## config.mk

```make
export PLATFORM = sky130hd
export DESIGN_NAME = step_clk_gen
export DESIGN_NICKNAME = d
export VERILOG_FILES = /design/src/rtl/cpu_clk_pkg.sv /design/src/rtl/btn_debounce.sv /design/src/rtl/step_clk_gen.sv
export SDC_FILE = /design/constraint.sdc
export NUM_CORES = 1
export LEC_CHECK = 0
export CAP_MARGIN = 20
export CORE_AREA = 5 5 79 96
export CTS_CLUSTER_DIAMETER = 30
export DETAILED_ROUTE_END_ITERATION = 6
export DIE_AREA = 0 0 84 101
export PLACE_DENSITY = 0.84
export SYNTH_ARGS = -nofsm -noshare
export SYNTH_HDL_FRONTEND = slang
export SYNTH_SLANG_ARGS = --single-unit
```

## constraint.sdc

```tcl
create_clock -name sysclk -period 5.1 [get_ports sysclk]
set_clock_uncertainty 0.2 [all_clocks]
set_input_delay 1.02 -clock sysclk [delete_from_list [all_inputs] [get_ports sysclk]]
set_output_delay 1.02 -clock sysclk [all_outputs]
set_load 0.02 [all_outputs]
```

## src/rtl/cpu_clk_pkg.sv

```systemverilog
// Shared definitions for the CPU clock generator: FSM states and board constants.
package cpu_clk_pkg;

    typedef enum logic [1:0] {
        IDLE_HI,
        RUN,
        STEP_LO,
        STEP_HI
    } clk_state_t;

    // Debounce length for the real push-button at the board sysclk rate.
    localparam int unsigned DEB_CYCLES_BOARD = 500000;

endpackage

```

## src/rtl/btn_debounce.sv

```systemverilog
// Two-flop synchroniser followed by a stable-level debouncer.
module btn_debounce #(
    parameter int unsigned DEB_CYCLES = 4,
    parameter int unsigned CNT_W      = 20
) (
    input  logic sysclk,
    input  logic reset,
    input  logic btn,
    output logic btn_db
);

    localparam logic [CNT_W-1:0] DEB_LAST = CNT_W'(DEB_CYCLES - 1);

    logic [1:0]       sync;
    logic             btn_s;
    logic [CNT_W-1:0] dcnt;

    assign btn_s = sync[1];

    always_ff @(posedge sysclk or posedge reset) begin
        if (reset) begin
            sync <= '0;
        end else begin
            sync <= {sync[0], btn};
        end
    end

    // The counter only advances while the synchronised level disagrees with the accepted one.
    always_ff @(posedge sysclk or posedge reset) begin
        if (reset) begin
            btn_db <= 1'b0;
            dcnt   <= '0;
        end else if (btn_s == btn_db) begin
            dcnt <= '0;
        end else if (dcnt == DEB_LAST) begin
            btn_db <= btn_s;
            dcnt   <= '0;
        end else begin
            dcnt <= dcnt + CNT_W'(1);
        end
    end

endmodule

```

## src/rtl/step_clk_gen.sv

```systemverilog
// CPU clock generator: free-running divided clock or one period per debounced button press.
module step_clk_gen
    import cpu_clk_pkg::*;
#(
    parameter int unsigned DIV_HALF   = 3,
    parameter int unsigned DEB_CYCLES = 4,
    parameter int unsigned CNT_W      = 20
) (
    input  logic        sysclk,
    input  logic        reset,
    input  logic        run_mode,
    input  logic        step_btn,
    output logic        clk,
    output logic        step_ack,
    output logic [31:0] cycle_cnt
);

    localparam logic [CNT_W-1:0] HALF_LAST = CNT_W'(DIV_HALF - 1);

    clk_state_t       state, state_nxt;
    logic [1:0]       run_sync;
    logic             run_s;
    logic             btn_db, btn_db_q, step_req;
    logic [CNT_W-1:0] pcnt, pcnt_nxt;
    logic             pcnt_last;
    logic             clk_nxt, ack_nxt;

    btn_debounce #(
        .DEB_CYCLES (DEB_CYCLES),
        .CNT_W      (CNT_W)
    ) u_btn_debounce (
        .sysclk (sysclk),
        .reset  (reset),
        .btn    (step_btn),
        .btn_db (btn_db)
    );

    assign run_s     = run_sync[1];
    assign step_req  = btn_db & ~btn_db_q;
    assign pcnt_last = (pcnt == HALF_LAST);

    always_ff @(posedge sysclk or posedge reset) begin
        if (reset) begin
            state     <= IDLE_HI;
            run_sync  <= '0;
            btn_db_q  <= 1'b0;
            pcnt      <= '0;
            clk       <= 1'b1;
            step_ack  <= 1'b0;
            cycle_cnt <= '0;
        end else begin
            state     <= state_nxt;
            run_sync  <= {run_sync[0], run_mode};
            btn_db_q  <= btn_db;
            pcnt      <= pcnt_nxt;
            clk       <= clk_nxt;
            step_ack  <= ack_nxt;
            if (clk_nxt && !clk) begin
                cycle_cnt <= cycle_cnt + 32'd1;
            end
        end
    end

    always_comb begin
        state_nxt = state;
        case (state)
            IDLE_HI: begin
                if (run_s) begin
                    state_nxt = RUN;
                end else if (step_req) begin
                    state_nxt = STEP_LO;
                end
            end
            // Run mode is only left at the end of a completed high phase.
            RUN:     if (pcnt_last && clk && !run_s) state_nxt = IDLE_HI;
            STEP_LO: if (pcnt_last) state_nxt = STEP_HI;
            STEP_HI: if (pcnt_last) state_nxt = IDLE_HI;
            default: state_nxt = IDLE_HI;
        endcase
    end

    always_comb begin
        clk_nxt  = clk;
        pcnt_nxt = pcnt;
        ack_nxt  = 1'b0;
        case (state)
            IDLE_HI: begin
                clk_nxt  = 1'b1;
                pcnt_nxt = '0;
                if (!run_s && step_req) begin
                    clk_nxt = 1'b0;
                    ack_nxt = 1'b1;
                end
            end
            RUN: begin
                if (pcnt_last) begin
                    pcnt_nxt = '0;
                    if (!clk) begin
                        clk_nxt = 1'b1;
                    end else if (run_s) begin
                        clk_nxt = 1'b0;
                    end
                end else begin
                    pcnt_nxt = pcnt + CNT_W'(1);
                end
            end
            STEP_LO: begin
                if (pcnt_last) begin
                    pcnt_nxt = '0;
                    clk_nxt  = 1'b1;
                end else begin
                    pcnt_nxt = pcnt + CNT_W'(1);
                end
            end
            STEP_HI: begin
                clk_nxt = 1'b1;
                if (pcnt_last) begin
                    pcnt_nxt = '0;
                end else begin
                    pcnt_nxt = pcnt + CNT_W'(1);
                end
            end
            default: begin
                clk_nxt  = 1'b1;
                pcnt_nxt = '0;
            end
        endcase
    end

endmodule

```

# After elaboration in Yosys (flattened, before gate mapping)
# Index checks and enable logic that the tools add are counted.
[word_totals]
output_inout_bits = 34
reg_bits = 82
wordCells = 54
in_bits = 4
[classes]
eq_ne = 10
n_reduce_logical = 10
bitwise_logic = 3
add_sub_neg = 3
n_mux = 18
[ops]
columns = ["op", "count"]
rows = [
  ["two-way mux 20 bit", 3],
  ["adder 20 x 1 -> 20 bit, second input constant", 2],
  ["== test 20 x 2 -> 1 bit, second input constant", 2],
  ["case mux 20 bit (2 select lines)", 1],
  ["adder 32 x 1 -> 32 bit, second input constant", 1],
  ["two-way mux 2 bit", 5],
  ["case mux 2 bit (4 select lines)", 1],
  ["two-way mux 1 bit", 7],
  ["inequality test 2 bit, second input constant", 3],
  ["== test 2 bit, second input constant", 2],
  ["logical AND 1 bit", 4],
  ["case mux 1 bit (4 select lines)", 1],
  ["AND reduction 4 bit", 1],
  ["inequality test 3 bit, second input constant", 1],
  ["OR reduction 3 bit", 1],
  ["== test 2 x 1 -> 1 bit, second input constant", 1],
  ["zero test 1 bit", 2],
  ["zero test 2 bit", 1],
  ["NOT 1 bit", 2],
  ["AND reduction 2 bit", 1],
  ["AND 1 bit", 1],
  ["== test 1 bit", 1],
]

# Depth between registers and ports, before layout
[depth]
ltp_word = 6
depth_mapped = 9
depth_no_buf = 7

# By module
# Synthesis repeated with hierarchy kept, for this count alone.
[hier_totals]
hier_cells = 380
area_unflattened_um2 = 4022.6
[modules_own_cells]
columns = ["module", "area_each_um2", "seq_area_each_um2", "n_inst", "cells_per_inst"]
rows = [
  ["step_clk_gen", 2856.5, 1477.7, 1, 267],
  ["btn_debounce", 1166.1, 575.6, 1, 113],
]

# Worst setup path before layout
# OpenSTA, ideal clock, no wires.
[synth_path]
path_type = "flip-flop to flip-flop"
start = "reg pcnt[11]"
end = "reg cycle_cnt[13]"
path_slack_ps = 2849
n_path_buf = 2
setup_time_ps = 80
arrival_ps = 1971
period_less_slack_ps = 2251
stages_incl_launch_ff = 9
t_required_ps = 4820
cell_sequence = "dfrtp_1 nor4_1 nand4_1 or2_0 buf_6 a211o_1 buf_6 nor4_4 xor2_1"
[synth_between]
elab_chain_len = 4
word_cells_on_any_way = 5
cone_classes = "1 x eq/ne; 3 x mux; 1 x reduce/logical"
[synth_lines]
columns = ["item", "line_no", "source"]
rows = [
  ["start: declaration", "step_clk_gen.sv:24", "logic [CNT_W-1:0] pcnt, pcnt_nxt;"],
  ["start signal: assignment", "step_clk_gen.sv:55", "pcnt <= pcnt_nxt;"],
  ["== test 20 x 2 -> 1 bit (*)", "step_clk_gen.sv:40", "assign pcnt_last = (pcnt == HALF_LAST);"],
  ["two-way mux 1 bit (on tied branches)", "step_clk_gen.sv:108, step_clk_gen.sv:96", ""],
  ["case mux 1 bit (4 select lines) (*)", "step_clk_gen.sv:86", "case (state)"],
  ["logical AND 1 bit (*)", "step_clk_gen.sv:58", "if (clk_nxt && !clk) begin"],
  ["end signal: assignment", "step_clk_gen.sv:59", "cycle_cnt <= cycle_cnt + 32'd1;"],
  ["end: declaration", "step_clk_gen.sv:15", "output logic [31:0] cycle_cnt"],
]
# Mark *: on every way between the ends. The rest lies on a longest branch, timed or not.
# A chain may end at the register's enable or synchronous reset.

# Worst setup path in the final report
[layout_path]
start = "reg clk"
end = "out clk"
[layout_lines]
columns = ["item", "line_no", "source"]
rows = [
  ["start: declaration", "step_clk_gen.sv:13", "output logic clk,"],
  ["start signal: assignment", "step_clk_gen.sv:56", "clk <= clk_nxt;"],
]
# No word-level cell between the ends.

==> impl_metrics.yaml <==
setup_path:
  crit_type: "reg -> out"
  path_cells: "clkdlybuf4s50_1"
  cpPeakStageDelay_ps: 660
  worstSetupStartpointType: "flip-flop"
  r2r-start: "pcnt[7]"
  crit_arrival_ps: 1670
  r2r_cells: 6
  r2r-end: "cycle_cnt[15]"
  crit_family: "flip-flops"
  endpoint_kind: "primary output"
  slowest_stage: "dfstp_2"
  critPathRequiredTime_ps: 3880
  crit_fanout: 10
  cp_num_buf_inv: 1
  reg2reg_slack_ps: 2290
die:
  fp.dieH_um: 101
  io_pins: 38
  fp.coreArea_sq_um: 6610
  die_x_um: 84
  rows: 33
  initial_utilization_pct: 58.4
  die-area_sq_um: 8480
min_path:
  min_from: "u_btn_debounce.sync[0]"
  hp-class: "reg -> reg"
  min_path_cells: 0
  holdPathEnd: "u_btn_debounce.sync[1]"
clock_tree:
  cts_tree: "done"
  numCtsBuffers: 9
  clk-insertion-delay-late_ps: 350
  clock_sinks: 82
  cts_setup_buffers: 0
  htreeDepth: 3
  cts_buffer_depth: 2
  clkSlewWorstSetupHoldPaths_ps: 80
  clockRootBuffer: "clkbuf_8"
  cts_hold_buf: 0
  cts-resized-gates: 0
yosys:
  synth_cells: 378
  syn_avg_cell_area_sq_um: 10.2
  synth-seq-area-share_pct: 53.2
  syn-num-nets: 386
  syn_area_sq_um: 3860
  yosysWarnings: 0
  synth_cell_types: 35
  ys_seq_elements: 82
sta:
  worstMarginPinSlew_ps: 717
  setup_violations: 0
  timing.fmax_mhz: 346
  hold_viol: 0
  rsz0062_at_grt: "no"
  period_needed_ps: 2890
  relSlewSlack_pct: 52.1
  tns_ps: 0
  maxSlewViolCount: 0
  layout_worst_path_cycle_share_pct: 56.7
  setup_slack_ps: 2210
drt:
  avgViaCountPerCell: 5.57
  dr.pass1.iters: 4
  route.detailed.drc: 0
  avgRoutedWirePerCell_um: 15.6
  drt_wl_total_mm: 7.95
  antenna_left: 0
  drt_iter0_drc: 161
  dr_total_vias: 2842
cells_and_area:
  final_core_util_pct: 67.9
  fin_nets: 427
  mostFrequentLayoutCells: "dfrtp_1, nor2_1, xnor2_1"
  diodes: 0
  syn_to_final_growth_pct: 16.2
  drive_above_1_share_pct: 6.15
  stdcell_area_sq_um: 4480
  final_common_cell: "dfrtp_1"
grt:
  grt_pass1_wl_mm: 14.0
  overflow: 0
  grt_max_degree: 43
  globalRouteTotalUtil_pct: 20.7
  first_global_vias: 2984
  antenna_found_initial: 0
power_and_ir_drop:
  power-per-cell-area_nw_per_um2: 369
  peakVddDrop_v: 0.000343
  leakage_nw: 1.97
  finalPower_mw: 1.65
run_status:
  status: "completed"
job:
  max_cap_viol_count: 0
place:
  place_area_sq_um: 4300
  place_congestion: 0.819
  hpwl_mm: 5.25
  dp_slack_ps: 2380
  port-buffer-count: 37
power by group:
| group | switching [mW] | internal (mW) | total [mW] |
|---|---|---|---|
| sequential | 0.0891 | 0.716 | 0.805 |
| combinational | 0.267 | 0.152 | 0.419 |
| clock | 0.230 | 0.200 | 0.430 |
through the flow:
step | hold WS [ps] | instances
2_1_floorplan | 131 | 378
3_3_place_gp | 132 | 495
3_5_place_dp | 148 | 495
4_1_cts | 144 | 510
5_1_grt | 155 | 510
6_report | 144 | 510
cell families after synthesis:
group           synth area share (%)
mux                            0.292
flops                           53.2
fa+ha+maj                       1.30
xor+xnor                        15.7
simple gates                    24.6
compound gates                  2.66
buf+inv                         2.27
how the worst max path moves through the flow:
stage | start | end | slack (ps) | cells past startpoint
6_report | clk | clk | 2210 | 1
5_1_grt | pcnt[11] | cycle_cnt[13] | 2170 | 6
4_1_cts | clk | clk | 2200 | 1
3_5_place_dp | pcnt[7] | cycle_cnt[15] | 2380 | 6
3_3_place_gp | reset | clk | 2440 | 3
2_1_floorplan | reset | btn_db_q | 1770 | 1
synthesized netlist by cell type (all sizes together):
library cell | count | area, sq um
a2111oi | 1 | 15.0
a211o | 2 | 17.5
a211oi | 1 | 20.0
a21boi | 1 | 7.51
a21oi | 2 | 10.0
a311oi | 1 | 8.76
and2 | 5 | 31.3
and3 | 11 | 68.8
and4 | 4 | 35.0
buf | 3 | 27.5
clkbuf | 6 | 22.5
dfrtp | 81 | 2030
dfstp | 1 | 26.3
ha | 4 | 50.1
inv | 10 | 37.5
mux2 | 1 | 11.3
nand2 | 35 | 131
nand2b | 1 | 6.26
nand3 | 31 | 155
nand3b | 1 | 7.51
nand4 | 11 | 68.8
nor2 | 59 | 221
nor2b | 2 | 12.5
nor3 | 14 | 70.1
nor3b | 2 | 15.0
nor4 | 11 | 98.8
nor4b | 1 | 8.76
o21ai | 3 | 15.0
o221ai | 1 | 8.76
or2 | 3 | 18.8
xnor2 | 38 | 333
xor2 | 31 | 272
registers in the layout, summed over array words and instances (netlist names):
name and cells:
clk 1, state 2, u_btn_debounce.sync 2, cycle_cnt 32, run_sync 2, pcnt 20
btn_db_q 1, u_btn_debounce.btn_db 1, u_btn_debounce.dcnt 20, step_ack 1
worst register-to-register path: cells and delay by family, from the launching register on:
family | cells | cell delay, ps
AND/OR/NAND/NOR | 4 | 1400
AO/OA/AOI/OAI | 1 | 520
flip-flops | 1 | 410
XOR/XNOR | 1 | 200
final cells by class:
| class | count | area (sq um) |
|---|---|---|
| clock inverters | 4 | 27.5 |
| flip-flops and latches | 82 | 2050 |
| clock buffers | 11 | 151 |
| well taps | 87 | 109 |
| multi-input cells | 277 | 1720 |
| inverters | 10 | 38.8 |
| repair buffers | 39 | 385 |
| fillers | 508 | 2120 |
metal layers:
metal,track usage [%],part of all wire [%]
met3,3.92,3.0
met5,0,0
met1,25.3,43
met4,10.8,3.4
met2,35.2,51
No activity file was read; power rests on OpenSTA's default activity.
